<file path="config.mk">
export PLATFORM = sky130hd
export DESIGN_NAME = shift_sequencer_flat
export DESIGN_NICKNAME = d
export VERILOG_FILES = /design/src/rtl/shift_pkg.sv /design/src/rtl/shift_sequencer_if.sv /design/src/rtl/shift_register.sv /design/src/rtl/shift_sequencer.sv /design/src/flat_wrapper.sv
export SDC_FILE = /design/constraint.sdc
export NUM_CORES = 1
export LEC_CHECK = 0
export BUFFER_PORTS_ARGS = -buffer_cell sky130_fd_sc_hd__buf_2
export CAP_MARGIN = 20
export CORE_ASPECT_RATIO = 0.9
export CORE_MARGIN = 2
export CORE_UTILIZATION = 35
export CTS_BUF_LIST = sky130_fd_sc_hd__clkbuf_4
export DETAILED_ROUTE_END_ITERATION = 8
export GPL_ROUTABILITY_DRIVEN = 0
export PLACE_DENSITY = 0.66
export RECOVER_POWER = 50
export SYNTH_ARGS = -nofsm -noshare
export SYNTH_HDL_FRONTEND = slang
export SYNTH_HIERARCHICAL = 1
export SYNTH_SLANG_ARGS = --single-unit
</file>
<file path="constraint.sdc">
create_clock -name clk -period 1.8 [get_ports clk]
set_clock_uncertainty 0.05 [all_clocks]
set_input_delay 0.45 -clock clk [delete_from_list [all_inputs] [get_ports clk]]
set_output_delay 0.45 -clock clk [all_outputs]
set_load 0.05 [all_outputs]
</file>
<file path="src/rtl/shift_pkg.sv">
// Shared types for the shift sequencer and its shift register datapath.
//   funct_t     : function code driven into shift_register
//   seq_state_t : sequencer FSM states (also exported on the debug state port)
package shift_pkg;

    typedef enum logic [1:0] {
        NA    = 2'b00,  // hold contents
        LOAD  = 2'b01,  // parallel load from word_i
        LEFT  = 2'b10,  // shift toward MSB, serial_i enters at bit 0
        RIGHT = 2'b11   // shift toward LSB, serial_i enters at bit WIDTH-1
    } funct_t;

    typedef enum logic [1:0] {
        IDLE  = 2'b00,
        SHIFT = 2'b01,
        DONE  = 2'b10
    } seq_state_t;

endpackage

</file>
<file path="src/rtl/shift_sequencer_if.sv">
// Request/response bundle between a word-side client and shift_sequencer.
// Handshake: a transfer is accepted on a rising clk edge where start_i and
// ready_o are both 1; start_i while ready_o is 0 is ignored (no queueing).
// mode_i, msb_first_i and word_i are only looked at on that accepting edge.
//   master : client side (drives start/mode/order/word/serial_i)
//   slave  : sequencer side (drives ready/busy/done/word/serial_o/state)
interface shift_sequencer_if
    import shift_pkg::*;
#(
    parameter int WIDTH = 4
);
    logic             start_i;
    logic             ready_o;
    logic             mode_i;
    logic             msb_first_i;
    logic [WIDTH-1:0] word_i;
    logic             serial_i;
    logic             serial_o;
    logic [WIDTH-1:0] word_o;
    logic             word_valid_o;
    logic             done_o;
    logic             busy_o;
    seq_state_t       state_o;   // debug view of the sequencer FSM

    modport master (
        output start_i, mode_i, msb_first_i, word_i, serial_i,
        input  ready_o, serial_o, word_o, word_valid_o, done_o, busy_o, state_o
    );

    modport slave (
        input  start_i, mode_i, msb_first_i, word_i, serial_i,
        output ready_o, serial_o, word_o, word_valid_o, done_o, busy_o, state_o
    );
endinterface

</file>
<file path="src/rtl/shift_register.sv">
// Universal shift register used as the sequencer datapath.
// Ports:
//   clk, rst  : clock, asynchronous active-high reset (contents -> 0)
//   funct_i   : NA hold / LOAD word_i / LEFT shift / RIGHT shift
//   word_i    : parallel load value
//   serial_i  : bit shifted in (bit 0 on LEFT, bit WIDTH-1 on RIGHT)
//   out_o     : current contents
module shift_register
    import shift_pkg::*;
#(
    parameter int WIDTH = 4
) (
    input  logic             clk,
    input  logic             rst,
    input  funct_t           funct_i,
    input  logic [WIDTH-1:0] word_i,
    input  logic             serial_i,
    output logic [WIDTH-1:0] out_o
);
    logic [WIDTH-1:0] q_q;
    logic [WIDTH-1:0] q_d;

    always_comb begin
        q_d = q_q;
        case (funct_i)
            LOAD:    q_d = word_i;
            LEFT:    q_d = {q_q[WIDTH-2:0], serial_i};
            RIGHT:   q_d = {serial_i, q_q[WIDTH-1:1]};
            default: q_d = q_q;
        endcase
    end

    always_ff @(posedge clk or posedge rst) begin
        if (rst) begin
            q_q <= '0;
        end else begin
            q_q <= q_d;
        end
    end

    assign out_o = q_q;
endmodule

</file>
<file path="src/rtl/shift_sequencer.sv">
// Sequences one shift_register as a serializer (TX) or deserializer (RX).
// A transfer is LOAD on the accepting edge, WIDTH shift cycles, then one DONE
// cycle in which done_o (and word_valid_o for RX) pulses.
// Ports:
//   clk, rst : clock, asynchronous active-high reset
//   bus      : shift_sequencer_if slave modport (handshake, word and serial
//              signals, status pulses and debug state)
module shift_sequencer
    import shift_pkg::*;
#(
    parameter int WIDTH = 4
) (
    input  logic               clk,
    input  logic               rst,
    shift_sequencer_if.slave   bus
);
    localparam int CNT_W = $clog2(WIDTH + 1);

    seq_state_t       state_q, state_d;
    logic [CNT_W-1:0] cnt_q, cnt_d;
    logic             mode_q, mode_d;   // 0 = TX, 1 = RX
    logic             msb_q, msb_d;     // 1 = MSB first

    funct_t           funct;
    logic [WIDTH-1:0] load_word;
    logic             shift_in;
    logic [WIDTH-1:0] reg_q;

    shift_register #(.WIDTH(WIDTH)) u_reg (
        .clk      (clk),
        .rst      (rst),
        .funct_i  (funct),
        .word_i   (load_word),
        .serial_i (shift_in),
        .out_o    (reg_q)
    );

    always_ff @(posedge clk or posedge rst) begin
        if (rst) begin
            state_q <= IDLE;
            cnt_q   <= '0;
            mode_q  <= 1'b0;
            msb_q   <= 1'b0;
        end else begin
            state_q <= state_d;
            cnt_q   <= cnt_d;
            mode_q  <= mode_d;
            msb_q   <= msb_d;
        end
    end

    always_comb begin
        state_d   = state_q;
        cnt_d     = cnt_q;
        mode_d    = mode_q;
        msb_d     = msb_q;
        funct     = NA;
        load_word = '0;
        shift_in  = 1'b0;
        case (state_q)
            IDLE: begin
                if (bus.start_i) begin
                    state_d = SHIFT;
                    cnt_d   = '0;
                    mode_d  = bus.mode_i;
                    msb_d   = bus.msb_first_i;
                    funct   = LOAD;
                    // RX starts from a clean register so unfilled bits read 0
                    load_word = bus.mode_i ? '0 : bus.word_i;
                end
            end
            SHIFT: begin
                funct    = msb_q ? LEFT : RIGHT;
                shift_in = mode_q ? bus.serial_i : 1'b0;
                cnt_d    = cnt_q + CNT_W'(1);
                if (cnt_q == CNT_W'(WIDTH - 1)) begin
                    state_d = DONE;
                end
            end
            DONE: begin
                state_d = IDLE;
            end
            default: begin
                state_d = IDLE;
            end
        endcase
    end

    // The serial tap is the bit about to leave the register, so bit k of the
    // transmit order is visible in shift cycle k+1.
    assign bus.serial_o     = (state_q == SHIFT) && !mode_q &&
                              (msb_q ? reg_q[WIDTH-1] : reg_q[0]);
    assign bus.ready_o      = (state_q == IDLE);
    assign bus.busy_o       = (state_q == SHIFT) || (state_q == DONE);
    assign bus.done_o       = (state_q == DONE);
    assign bus.word_valid_o = (state_q == DONE) && mode_q;
    assign bus.word_o       = reg_q;
    assign bus.state_o      = state_q;
endmodule

</file>
<file path="src/flat_wrapper.sv">
// flat-port wrapper written by rule: the top's interface ports become plain ports
module shift_sequencer_flat import shift_pkg::*;
#(
    parameter int WIDTH = 4
)
  (clk, rst, bus_start_i, bus_mode_i, bus_msb_first_i, bus_word_i, bus_serial_i, bus_ready_o, bus_serial_o, bus_word_o, bus_word_valid_o, bus_done_o, bus_busy_o, bus_state_o);
  shift_sequencer_if #(.WIDTH(WIDTH)) bus_i ();
  input  logic clk;
  input  logic rst;
  input wire logic [$bits(bus_i.start_i)-1:0] bus_start_i;
  input wire logic [$bits(bus_i.mode_i)-1:0] bus_mode_i;
  input wire logic [$bits(bus_i.msb_first_i)-1:0] bus_msb_first_i;
  input wire logic [$bits(bus_i.word_i)-1:0] bus_word_i;
  input wire logic [$bits(bus_i.serial_i)-1:0] bus_serial_i;
  output wire logic [$bits(bus_i.ready_o)-1:0] bus_ready_o;
  output wire logic [$bits(bus_i.serial_o)-1:0] bus_serial_o;
  output wire logic [$bits(bus_i.word_o)-1:0] bus_word_o;
  output wire logic [$bits(bus_i.word_valid_o)-1:0] bus_word_valid_o;
  output wire logic [$bits(bus_i.done_o)-1:0] bus_done_o;
  output wire logic [$bits(bus_i.busy_o)-1:0] bus_busy_o;
  output wire logic [$bits(bus_i.state_o)-1:0] bus_state_o;
  assign bus_i.start_i = bus_start_i;
  assign bus_i.mode_i = bus_mode_i;
  assign bus_i.msb_first_i = bus_msb_first_i;
  assign bus_i.word_i = bus_word_i;
  assign bus_i.serial_i = bus_serial_i;
  assign bus_ready_o = bus_i.ready_o;
  assign bus_serial_o = bus_i.serial_o;
  assign bus_word_o = bus_i.word_o;
  assign bus_word_valid_o = bus_i.word_valid_o;
  assign bus_done_o = bus_i.done_o;
  assign bus_busy_o = bus_i.busy_o;
  assign bus_state_o = bus_i.state_o;
  shift_sequencer #(.WIDTH(WIDTH)) u_core (.clk(clk), .rst(rst), .bus(bus_i));
endmodule
</file>
Yosys cells after proc, flatten, opt, wreduce, memory -nomap -nowiden
Cells that the tools add are included.
{ "classes": {"n_addsub": 1, "n_mul": 0, "div": 0, "n_lt_le_gt_ge": 0, "eq_ne": 8, "shifts": 0, "n_mux": 15, "bitwise": 0, "reduce_logical": 11} }
{ "ops": {"columns": ["op", "n"], "rows": [
  ["4-bit 2-to-1 mux", 3],
  ["4-bit case mux with 3 select lines", 1],
  ["2-bit case mux with 2 select lines", 2],
  ["2-bit equality test, second input constant", 3],
  ["3-bit case mux with 2 select lines", 1],
  ["2-bit AND reduction", 3],
  ["1-bit 2-to-1 mux", 5],
  ["2-bit by 1-bit equality test with 1-bit output, second input constant", 2],
  ["2-bit 2-to-1 mux", 2],
  ["3-bit by 1-bit adder with 3-bit output, second input constant", 1],
  ["3-bit by 2-bit equality test with 1-bit output, second input constant", 1],
  ["1-bit logical AND", 3],
  ["3-bit 2-to-1 mux", 1],
  ["3-bit nonzero test", 1],
  ["2-bit logical NOT", 1],
  ["2-bit by 1-bit inequality test with 1-bit output, second input constant", 1],
  ["2-bit inequality test, second input constant", 1],
  ["2-bit nonzero test", 1],
  ["1-bit logical NOT", 1],
  ["1-bit logical OR", 1]
]} }
{ "totals": {"reg_bits": 11, "latchBits": 0, "ram_bits": 0, "romBits": 0, "elab_cells": 40, "n_memories": 0} }

Longest topological paths before layout
{ "logic_depth": {"depth_word": 4, "mapped_depth": 6, "mapped_depth_nobuf": 6} }

Hierarchy
The synthesis kept the hierarchy.
{ "modules_own_cells": {"columns": ["module", "instances", "cells_each", "area_per_inst_um2", "seq_area_each_um2"], "rows": [
  ["shift_sequencer", 1, 46, 460.4, 175.2],
  ["shift_register", 1, 9, 209.0, 100.1]
]} }

Least setup slack after synthesis
Ideal clock, no wire load.
{ "synth_timing": {"path_type": "register -> output", "from": "reg u_core.state_q[1] (netlist: u_core/bus.state_o[1])", "to": "out bus_serial_o", "arrival_time_ns": 2.036, "setup_slack_ns": -0.736, "stages_incl_launch_ff": 5, "cell_sequence": "dfrtp_1 inv_1 ha_1 inv_1 nor3_1"} }
{ "synth_via": {"elab_chain_len": 3} }
{ "synth_rtl": {"columns": ["element", "line", "text"], "rows": [
  ["start, declared", "shift_sequencer.sv:19", "seq_state_t state_q, state_d;"],
  ["start signal, assigned", "shift_sequencer.sv:45", "state_q <= state_d;"],
  ["2-bit by 1-bit equality test with 1-bit output", "shift_sequencer.sv:91", "assign bus.serial_o = (state_q == SHIFT) && !mode_q &&"],
  ["1-bit logical AND (2 in series)", "shift_sequencer.sv:91", null],
  ["end, declared", "flat_wrapper.sv:16", "output wire logic [$bits(bus_i.serial_o)-1:0] bus_serial_o;"]
]} }
Every way passes these cells.

Worst setup path in the final report
Same ends and word-level chain as after synthesis.

==> run summary <==
Max Root-Sink Buffers: 2
post-layout minimum cycle time: 1770 ps
Max Fanout on Critical Path: 4
net count of the mapped netlist: 72
Data required, critical path: 1300 ps
most common library cell in the layout ignoring fill and taps: buf_2
Max-Slew Margin vs Limit: 0.828
residual antenna-violating net count after detailed routing: 0
sequential area share after synthesis: 0.411
average detailed-routed wire length per instance: 13.2 microns
type of the worst min-delay path: primary input to asynchronous set/reset pin
aggregate routed wire length: 1.42 mm
flops & latches, synth: 11
number of hold buffers added after cts: 0
first-pass GRT wire length: 2.48 mm
final setup violation count: 0
highest cell delay on the worst timing path: 440 ps
clock latency at the later pin of the worst-skew pair: 270 ps
number of buffers created by CTS: 3
via count of the first global-routing pass: 553
share of final-layout standard cells stronger than drive strength 1: 0.548
non-filler instance count after layout: 108
highest clock frequency the design can meet: 0.564 GHz
number of ports placed on the die boundary: 21
fillcell total: 148
total of buffers placed on input and output ports: 20
total routing resource utilization after global routing: 0.155
First-pass DRT Iterations: 4
detailed-placement wirelength estimate: 1.15 mm
fin. max-slew vios: 0
kind of cell adding the most delay to the critical path: flip-flops
die height: 45.5 microns
Row Count: 14
Worst Path Class, Setup: flop to primary output
clock transition at the registers of the reported paths: 70 ps
type of destination of the critical path: primary output
area enclosed by the die boundary: 2280 sq um
final critical-path share of the clock period: 0.986
area added between synthesis and finish: 43.2%
worst path arrival time: 1270 ps
worst-path cell with the longest stage delay: dfrtp_2
Core Area: 1730 sq um
count of routing violations after the opening detailed-route iteration: 5
gate count after technology mapping: 55
Via-to-Cell Ratio: 4.86
post-route DRC violation count: 0
Hold Violations, Final: 0
via count: 525
post-detailed-placement cell area: 875 sq um
worst slew pin tran: 251 ps
post-synthesis instance area: 669 sq um
nets@finish: 102
Synth Warn #: 6
pin count of the biggest net entering global routing: 8
H-tree lvl count: 1
initial standard-cell utilization of the core: 0.386
accumulated negative setup slack: 0 ps
TritonCTS clock tree: done
cell seen most often among critical-path stages: inv_4
width of the chip: 50.1 microns
commonest non-fill, non-tap cells in the layout: buf_2, dfrtp_1, clkbuf_4, buf_4, nand2_1
total clock sinks: 11
mean instance size in the synthesized netlist: 12.2 sq um
placed cells: 101
cell breakdown of the critical path: inv_4 > ha_4 > inv_4 > nor3_4 > buf_6
Clock Tree Root: clkbuf_4
post-route standard cell area excluding fillers: 958 sq um
RSZ-0062 raised after global routing: true
run status: finished, final reports clean
number of buffers and inverters on the critical path: 3
count of distinct cell types in the synthesized netlist: 16
kind of start point of the critical path: flop
total grt overflow: 0
total of max-cap violations: 0
# diodes: 0
antenna violations before repair: 0
-- final timing paths --
kind / from / to / slack, ps / cells after the start
min in group clk: bus_msb_first_i / u_core/msb_q / 380 / 2
worst min-delay path: rst / u_core/u_reg/out_o[3] / 10 / 2
worst max-delay path: u_core/bus.state_o[1] / bus_serial_o / 30 / 5
worst min register to register: u_core/cnt_q[2] / u_core/cnt_q[2] / 430 / 2
max in group asynchronous: rst / u_core/bus.state_o[0] / 1390 / 2
worst max register to register: u_core/bus.state_o[1] / u_core/u_reg/out_o[0] / 110 / 5
-- area by class of cell --
type,count,area (sq um),area share
Multi-Input combinational cell,37,430,0.449
Timing Repair Buffer,25,156,0.163
Tap cell,24,30.0,0.0313
Clock buffer,4,30.0,0.0313
Inverter,7,33.8,0.0352
Sequential cell,11,278,0.290
-- cells by family after synthesis --
kind of cell / share of synthesized area
buf+inv: 0.0393
fa+ha+maj: 0.131
compound gates: 0.0579
mux: 0.254
flops: 0.411
simple gates: 0.107
-- timing repair --
action / 4_1_cts / 5_1_grt
pin swaps: 1 / 0
endpoints found under the setup margin: 2 / 4
resized for setup: 3 / 5
buffers inserted: 3 / 0
-- sequential cells by signal, summed over array words and instances (netlist names) --
register and cells:
u_core/bus.state_o 2, u_core/msb_q 1, u_core/mode_q 1, u_core/cnt_q 3, u_core/u_reg/out_o 4
-- synth_stat cells --
cell      count  share of area
dfrtp_1      11           0.41
ha_1          7           0.13
inv_1         7          0.039
and2_1        5          0.047
nand2_1       5          0.028
mux2_2        4          0.067
mux4_1        4           0.16
o21ai_0       3          0.022
mux2i_1       2          0.030
a32o_1        1          0.015
and3_1        1         0.0094
nand2b_1      1         0.0094
nor2_1        1         0.0056
nor3_1        1         0.0075
o21a_1        1          0.011
o22ai_1       1         0.0094
-- through the flow --
step            util  setup slack (ps)  hold WS [ps]
2_1_floorplan      -             -27.5           166
3_3_place_gp   0.504               128           289
3_5_place_dp   0.504               110           298
4_1_cts        0.540              2.09          5.46
5_1_grt        0.553             -44.1          9.63
6_report       0.553              26.1          12.8
-- metal layers --
metal  routed length, microns  GRT usage  vias to the layer above  share of wire
met3                       84     0.0526                        5          0.059
met1                      613      0.176                      253           0.43
met5                        0          0                        -              0
met4                       19     0.0667                        0          0.013
li1                         -          -                      254              -
met2                      705      0.271                       13           0.50
Power is left out: the tool's default activity adds up to more than one toggle a clock period on the data nets, which glitch-free logic cannot reach.
